File: config.mk
export PLATFORM = sky130hd
export DESIGN_NAME = button_gesture_decoder_flat
export DESIGN_NICKNAME = d
export VERILOG_FILES = /design/src/rtl/button_gesture_decoder_if.sv /design/src/rtl/button_gesture_decoder.sv /design/src/flat_wrapper.sv
export SDC_FILE = /design/constraint.sdc
export NUM_CORES = 1
export LEC_CHECK = 0
export BUFFER_PORTS_ARGS = -buffer_cell sky130_fd_sc_hd__buf_2
export CORE_ASPECT_RATIO = 0.9
export CORE_MARGIN = 10
export CORE_UTILIZATION = 45
export CTS_CLUSTER_SIZE = 10
export DETAILED_ROUTE_END_ITERATION = 10
export SYNTH_ARGS = -nofsm -noshare
export SYNTH_HDL_FRONTEND = slang
export SYNTH_SLANG_ARGS = --single-unit
File: constraint.sdc
create_clock -name clk -period 3.05 [get_ports clk]
set_clock_uncertainty 0.15 [all_clocks]
set_input_delay 0.7625 -clock clk [delete_from_list [all_inputs] [get_ports clk]]
set_output_delay 0.7625 -clock clk [all_outputs]
set_load 0.02 [all_outputs]
File: src/rtl/button_gesture_decoder_if.sv
// Button event/gesture bundle between the debouncer side and the gesture decoder.
// The master drives debounced button events; the slave returns the gesture pulses.
interface button_gesture_decoder_if;
    logic pb_state;
    logic pb_down;
    logic pb_up;
    logic short_press;
    logic long_press;
    logic double_click;
    logic repeat_tick;
    logic held;
    logic busy;

    modport master (
        output pb_state, pb_down, pb_up,
        input  short_press, long_press, double_click, repeat_tick, held, busy
    );

    modport slave (
        input  pb_state, pb_down, pb_up,
        output short_press, long_press, double_click, repeat_tick, held, busy
    );
endinterface

File: src/rtl/button_gesture_decoder.sv
// Turns debounced button events into short/long/double-click gesture pulses.
// Define BTN_AUTOREPEAT_EN to build the auto-repeat tick generator for long holds.
module button_gesture_decoder #(
    parameter int              CNT_W         = 24,
    parameter logic [CNT_W-1:0] LONG_CYCLES   = CNT_W'(5_000_000),
    parameter logic [CNT_W-1:0] DCLICK_CYCLES = CNT_W'(2_500_000),
    parameter logic [CNT_W-1:0] REPEAT_CYCLES = CNT_W'(1_000_000)
) (
    input logic                     clk,
    input logic                     rst_n,
    button_gesture_decoder_if.slave bus
);
    typedef enum logic [2:0] {IDLE, PRESS1, WAIT2, WAIT_REL, LONG} state_e;

    localparam logic [CNT_W-1:0] LONG_TC = LONG_CYCLES - CNT_W'(1);
    localparam logic [CNT_W-1:0] DCL_TC  = DCLICK_CYCLES - CNT_W'(1);

    if (LONG_CYCLES < 2 || DCLICK_CYCLES < 2 || REPEAT_CYCLES < 1) begin : g_bad_param
        $error("button_gesture_decoder: cycle parameter out of range");
    end

    state_e           state_q, state_d;
    logic [CNT_W-1:0] cnt_q, cnt_d;
    logic             short_q, short_d;
    logic             long_q, long_d;
    logic             dbl_q, dbl_d;
    logic             tick_q, tick_d;
    logic             held_q, held_d;
    logic             busy_q, busy_d;

    // A simultaneous up/down is treated as a release only.
    logic dn, gone;
    assign dn   = bus.pb_down & ~bus.pb_up;
    assign gone = bus.pb_up | ~bus.pb_state;

    always_comb begin
        state_d = state_q;
        cnt_d   = cnt_q;
        short_d = 1'b0;
        long_d  = 1'b0;
        dbl_d   = 1'b0;
        tick_d  = 1'b0;
        unique case (state_q)
            IDLE: begin
                if (dn) begin
                    state_d = PRESS1;
                    cnt_d   = '0;
                end
            end
            PRESS1: begin
                if (bus.pb_up) begin
                    state_d = WAIT2;
                    cnt_d   = '0;
                end else if (!bus.pb_state) begin
                    state_d = IDLE;
                end else if (cnt_q == LONG_TC) begin
                    long_d  = 1'b1;
                    state_d = LONG;
                    cnt_d   = '0;
                end else begin
                    cnt_d = cnt_q + CNT_W'(1);
                end
            end
            WAIT2: begin
                // Window expiry outranks a press landing on the very same edge.
                if (cnt_q == DCL_TC) begin
                    short_d = 1'b1;
                    state_d = IDLE;
                end else if (dn) begin
                    dbl_d   = 1'b1;
                    state_d = WAIT_REL;
                end else begin
                    cnt_d = cnt_q + CNT_W'(1);
                end
            end
            WAIT_REL: begin
                if (gone) state_d = IDLE;
            end
            LONG: begin
                if (gone) begin
                    state_d = IDLE;
                end
`ifdef BTN_AUTOREPEAT_EN
                else if (cnt_q == REPEAT_CYCLES - CNT_W'(1)) begin
                    tick_d = 1'b1;
                    cnt_d  = '0;
                end else begin
                    cnt_d = cnt_q + CNT_W'(1);
                end
`endif
            end
            default: state_d = IDLE;
        endcase
        held_d = (state_d == LONG);
        busy_d = (state_d != IDLE);
    end

    always_ff @(posedge clk or negedge rst_n) begin
        if (!rst_n) begin
            state_q <= IDLE;
            cnt_q   <= '0;
            short_q <= 1'b0;
            long_q  <= 1'b0;
            dbl_q   <= 1'b0;
            tick_q  <= 1'b0;
            held_q  <= 1'b0;
            busy_q  <= 1'b0;
        end else begin
            state_q <= state_d;
            cnt_q   <= cnt_d;
            short_q <= short_d;
            long_q  <= long_d;
            dbl_q   <= dbl_d;
            tick_q  <= tick_d;
            held_q  <= held_d;
            busy_q  <= busy_d;
        end
    end

    assign bus.short_press  = short_q;
    assign bus.long_press   = long_q;
    assign bus.double_click = dbl_q;
    assign bus.repeat_tick  = tick_q;
    assign bus.held         = held_q;
    assign bus.busy         = busy_q;
endmodule

File: src/flat_wrapper.sv
// flat-port wrapper written by rule: the top's interface ports become plain ports
module button_gesture_decoder_flat 
#(
    parameter int              CNT_W         = 24,
    parameter logic [CNT_W-1:0] LONG_CYCLES   = CNT_W'(5_000_000),
    parameter logic [CNT_W-1:0] DCLICK_CYCLES = CNT_W'(2_500_000),
    parameter logic [CNT_W-1:0] REPEAT_CYCLES = CNT_W'(1_000_000)
)
  (clk, rst_n, bus_pb_state, bus_pb_down, bus_pb_up, bus_short_press, bus_long_press, bus_double_click, bus_repeat_tick, bus_held, bus_busy);
  button_gesture_decoder_if bus_i ();
  input logic clk;
  input logic rst_n;
  input wire logic [$bits(bus_i.pb_state)-1:0] bus_pb_state;
  input wire logic [$bits(bus_i.pb_down)-1:0] bus_pb_down;
  input wire logic [$bits(bus_i.pb_up)-1:0] bus_pb_up;
  output wire logic [$bits(bus_i.short_press)-1:0] bus_short_press;
  output wire logic [$bits(bus_i.long_press)-1:0] bus_long_press;
  output wire logic [$bits(bus_i.double_click)-1:0] bus_double_click;
  output wire logic [$bits(bus_i.repeat_tick)-1:0] bus_repeat_tick;
  output wire logic [$bits(bus_i.held)-1:0] bus_held;
  output wire logic [$bits(bus_i.busy)-1:0] bus_busy;
  assign bus_i.pb_state = bus_pb_state;
  assign bus_i.pb_down = bus_pb_down;
  assign bus_i.pb_up = bus_pb_up;
  assign bus_short_press = bus_i.short_press;
  assign bus_long_press = bus_i.long_press;
  assign bus_double_click = bus_i.double_click;
  assign bus_repeat_tick = bus_i.repeat_tick;
  assign bus_held = bus_i.held;
  assign bus_busy = bus_i.busy;
  button_gesture_decoder #(.CNT_W(CNT_W), .LONG_CYCLES(LONG_CYCLES), .DCLICK_CYCLES(DCLICK_CYCLES), .REPEAT_CYCLES(REPEAT_CYCLES)) u_core (.clk(clk), .rst_n(rst_n), .bus(bus_i));
endmodule
# Word level (Yosys, flattened, before mapping)
# Index checks and enable logic that the tools add are counted.
word_totals:
  ff_bits: 32
  latchBits: 0
  ram_bits: 0
  rom_bits: 0
  inputBits: 5
  output_inout_bits: 6
  word_cells: 52
  n_memories: 0
classes:
  n_addsub: 1
  n_mul: 0
  div_mod_pow: 0
  order_cmp: 0
  eq_ne: 11
  n_shift: 0
  mux: 24
  bitwise_logic: 4
  reduce_logical: 5
op_table:
  columns: ["cell", "n"]
  rows:
  - ["2-to-1 mux 24 bit", 6]
  - ["case mux 24 bit (3 select lines)", 1]
  - ["adder 24 x 1 -> 24 bit (second input constant)", 1]
  - ["equality test 24 x 22 -> 1 bit (second input constant)", 1]
  - ["equality test 24 x 23 -> 1 bit (second input constant)", 1]
  - ["2-to-1 mux 3 bit", 7]
  - ["case mux 3 bit (4 select lines)", 1]
  - ["2-to-1 mux 1 bit", 9]
  - ["equality test 3 x 2 -> 1 bit (second input constant)", 2]
  - ["equality test 3 bit (second input constant)", 2]
  - ["nonzero test 3 bit", 2]
  - ["AND reduction 5 bit", 1]
  - ["!= test 2 bit (second input constant)", 2]
  - ["equality test 3 x 1 -> 1 bit (second input constant)", 1]
  - ["logical NOT 3 bit", 1]
  - ["!= test 3 bit (second input constant)", 1]
  - ["!= test 2 x 1 -> 1 bit (second input constant)", 1]
  - ["inverter 1 bit", 2]
  - ["OR reduction 2 bit", 1]
  - ["AND 1 bit", 1]
  - ["OR 1 bit", 1]

# Logic depth before layout (Yosys ltp)
logic_depth:
  word_depth: 6
  mapped_depth: 9
  mapped_depth_nobuf: 7

# Least setup slack after synthesis
# OpenSTA, ideal clock, no wires.
synth_path:
  path_type: "register -> register"
  from: "register u_core.cnt_q[7]"
  to: "register u_core.cnt_q[3]"
  setup_ps: 121
  arrival_time_ps: 2323
  t_required_ps: 2779
  slack_ps: 456
  path_stages_with_launch: 7
  path_buffers: 0
  period_less_slack_ps: 2594
  cell_sequence: "dfrtp_1 -> or4b_1 -> or4_1 -> or3_4 -> a31o_4 -> a21o_1 -> a22o_1"
synth_between:
  elab_chain_cells: 5
  word_cells_on_any_way: 8
synth_rtl:
  columns: ["item", "line_no", "text"]
  rows:
  - ["start: declaration", "button_gesture_decoder.sv:23", "logic [CNT_W-1:0] cnt_q, cnt_d;"]
  - ["start signal: assignment", "button_gesture_decoder.sv:110", "cnt_q <= cnt_d;"]
  - ["equality test 24 x 23 -> 1 bit", "button_gesture_decoder.sv:56", "end else if (cnt_q == LONG_TC) begin"]
  - ["2-to-1 mux 24 bit", "button_gesture_decoder.sv:56", null]
  - ["2-to-1 mux 24 bit", "button_gesture_decoder.sv:54", "end else if (!bus.pb_state) begin"]
  - ["2-to-1 mux 24 bit", "button_gesture_decoder.sv:51", "if (bus.pb_up) begin"]
  - ["case mux 24 bit (3 select lines)", "button_gesture_decoder.sv:43", "unique case (state_q)"]
# Several ways; a longest one is shown, not always the timed one. The select of a mux whose other input is x is not followed.
# A chain may end at the register's enable or synchronous reset.

# Final worst setup path
layout_path:
  from: "register u_core.cnt_q[7]"
  to: "register u_core.cnt_q[0]"
# Same word-level chain as after synthesis.

==> flow_summary.yaml <==
sta:
  slew_headroom_pct: 52.73
  hold_viol: 0
  fmax_ghz: 0.3630
  setup_slack_ns: 0.2949
  min_period_ns: 2.755
  finalCritPeriodShare_pct: 90.33
  maxSlewViolCount: 0
  tns_ns: 0
  setup_violations: 0
  worstMarginPinSlew_ns: 0.7090
  grt_setup_unrepaired: "false"
clock_tree:
  cts_htree_levels: 2
  post_cts_buffers: 0
  cts_root_buf: "clkbuf_8"
  path_clk_slew_ns: 0.07
  cts_resized: 0
  cts.hold.buffers_added: 0
  cts_tree: "yes"
  numCtsBuffers: 5
  insertion_delay_ns: 0.28
  cts_buffer_depth: 2
  clkSinkCount: 32
synthesis:
  async_flop_share_pct: 100.0
  ys_warn_count: 0
  yosysSeqAreaShare_pct: 42.58
  syn_area_per_cell_um2: 9.085
  syn_nets: 213
  synth_top_cell_by_area: "dfrtp_1"
  synth_cells: 207
  yosys-top-cells-area: "dfrtp_1 43%, xnor2_1 7.5%, nor2_1 5.4%"
  ys_ff_latch: 32
  yosysTopAreaCellShare_pct: 42.58
  ys.flop_type: "dfrtp_1"
  synth_edf_count: 0
  synth_area_um2: 1881
  yosys.cell_types.count: 48
grt:
  grt_pass1_wl_mm: 7.389
  grt_util_all_layers_pct: 12.85
  antenna_found_initial: 0
  grt_pass1_vias: 1581
  grt_max_degree: 33
  grt.overflow.total: 0
outcome:
  status: "completed"
worst_setup_path:
  startpoint_type: "flop"
  worstPathRequired_ns: 3.07
  r2r_cells: 6
  cp-startpoint: "u_core.cnt_q[7]$_DFFE_PN0P_"
  arrival_ns: 2.77
  rr_startpoint: "u_core.cnt_q[7]$_DFFE_PN0P_"
  worstReg2RegEnd: "u_core.cnt_q[0]$_DFFE_PN0P_"
  end_kind: "flop"
  crit_type: "reg -> reg"
  reg2reg_setup_slack_ns: 0.29
  cp_max_fo: 8
power_and_ir_drop:
  powerDensity_nw_per_um2: 486.1
  peakVddDrop_uv: 300.6
  leakage_nw: 0.8066
  power_mw: 1.002
layout:
  multi_input_area_um2: 1030
  area_delta_synth_final_pct: 9.647
  nets: 223
  seq_area_um2: 800.8
  fin_util_pct: 50.96
  drive_gt1_share_pct: 14.22
  final_common_cell: "dfrtp_1"
  fin_cells: 266
  mostFrequentLayoutCells: "32 x dfrtp_1, 27 x nor2_1, 21 x nand2_1"
  num_antenna_cells: 0
  fillers: 372
worst_hold_path:
  hold_class: "in -> async"
die:
  dieArea_um2: 7168
  die-height_um: 81.33
  fp.dieW_um: 88.14
  start_util_pct: 46.47
  coreArea_um2: 4046
  io_pins: 11
  row_count: 22
placed_design:
  io_buffers: 9
  gp_congestion: 0.8994
  dp_cells: 258
  hpwl_mm: 2.995
  post-place-ws_ns: 0.2785
routing:
  drtIter0Drc: 78
  wl_per_cell_um: 15.73
  routed_wl_mm: 4.183
  via_count: 1543
  dr.pass1.iters: 4
  via_per_inst: 5.801
  ant_nets: 0
  drc: 0
run:
  maxCapViolations: 0
-- state kept, by name, indices dropped and copies added, names as in the netlist --
| name | cells |
|---|---|
| u_core.cnt_q | 24 |
| u_core.state_q | 3 |
| u_core.bus.busy | 1 |
| u_core.bus.double_click | 1 |
| u_core.bus.held | 1 |
| u_core.bus.long_press | 1 |
| u_core.bus.short_press | 1 |
-- metal layers --
layer / up-vias / part of all wire, % / wire length, um / global-route usage, %
met5: - / 0 / 0 / 0
met4: 0 / 0 / 0 / 4.075
met3: 0 / 4.2 / 176 / 3.400
met2: 30 / 48 / 1994 / 19.84
met1: 747 / 48 / 2012 / 17.15
li1: 766 / - / - / -
-- how the worst max path moves through the flow --
stage                     cells after the start                     endpoint
final                                         6  u_core.cnt_q[0]$_DFFE_PN0P_
after global routing                          6  u_core.cnt_q[9]$_DFFE_PN0P_
after CTS                                     6  u_core.cnt_q[9]$_DFFE_PN0P_
after detailed placement                      6  u_core.cnt_q[9]$_DFFE_PN0P_
after global placement                        6  u_core.cnt_q[9]$_DFFE_PN0P_
after floorplan                               6  u_core.cnt_q[3]$_DFFE_PN0P_
-- final cells by class --
type | count | share of cell area, %
Inverter | 1 | 0.1820
Timing Repair Buffer | 13 | 3.641
Tap cell | 48 | 2.913
Sequential cell | 32 | 38.83
Clock buffer | 6 | 4.005
Multi-Input combinational cell | 164 | 49.94
Clock inverter | 2 | 0.4854
-- cells by family after synthesis --
group / count (synthesis) / share of synthesized area, %
AOI/OAI and AO/OA: 26 / 10.51
muxes: 2 / 1.198
DFF: 32 / 42.58
and+or+nand+nor: 118 / 34.33
buffers and inverters: 11 / 3.060
adders and majority gates: 1 / 0.6652
other: 1 / 0.1994
xor gates and xnor gates: 16 / 7.452
-- cells in the mapped netlist (all sizes together) (4+ instances only) --
cell,number
clkbuf,7
nand2,21
xnor2,16
or3,5
o21ai,9
nor3,13
nor2,29
nand3,12
nor4,10
dfrtp,32
nand2b,4
-- through the flow --
step / hold WS, ns / cell area, um^2
2_1_floorplan: 0.3169 / 1881
3_3_place_gp: 0.3806 / 1969
3_5_place_dp: 0.3899 / 1969
4_1_cts: 0.3985 / 2062
5_1_grt: 0.4224 / 2062
6_report: 0.3811 / 2062
-- power by group --
group          internal (mW)  total (mW)  leakage (nW)  switching (mW)
Sequential             0.445       0.474         0.441          0.0288
Combinational         0.0681       0.194         0.315           0.126
Clock                  0.180       0.334        0.0510           0.154
Total                  0.693        1.00         0.807           0.309
-- critical path, stage by stage, from the launching register on --
cell and delay [ns]:
dfrtp_1 0.43, or4b_1 0.53, or4_1 0.51, or3_4 0.36, a31oi_4 0.28, nor2_2 0.11
mux2_2 0.27
No activity file was read; power rests on OpenSTA's default activity.
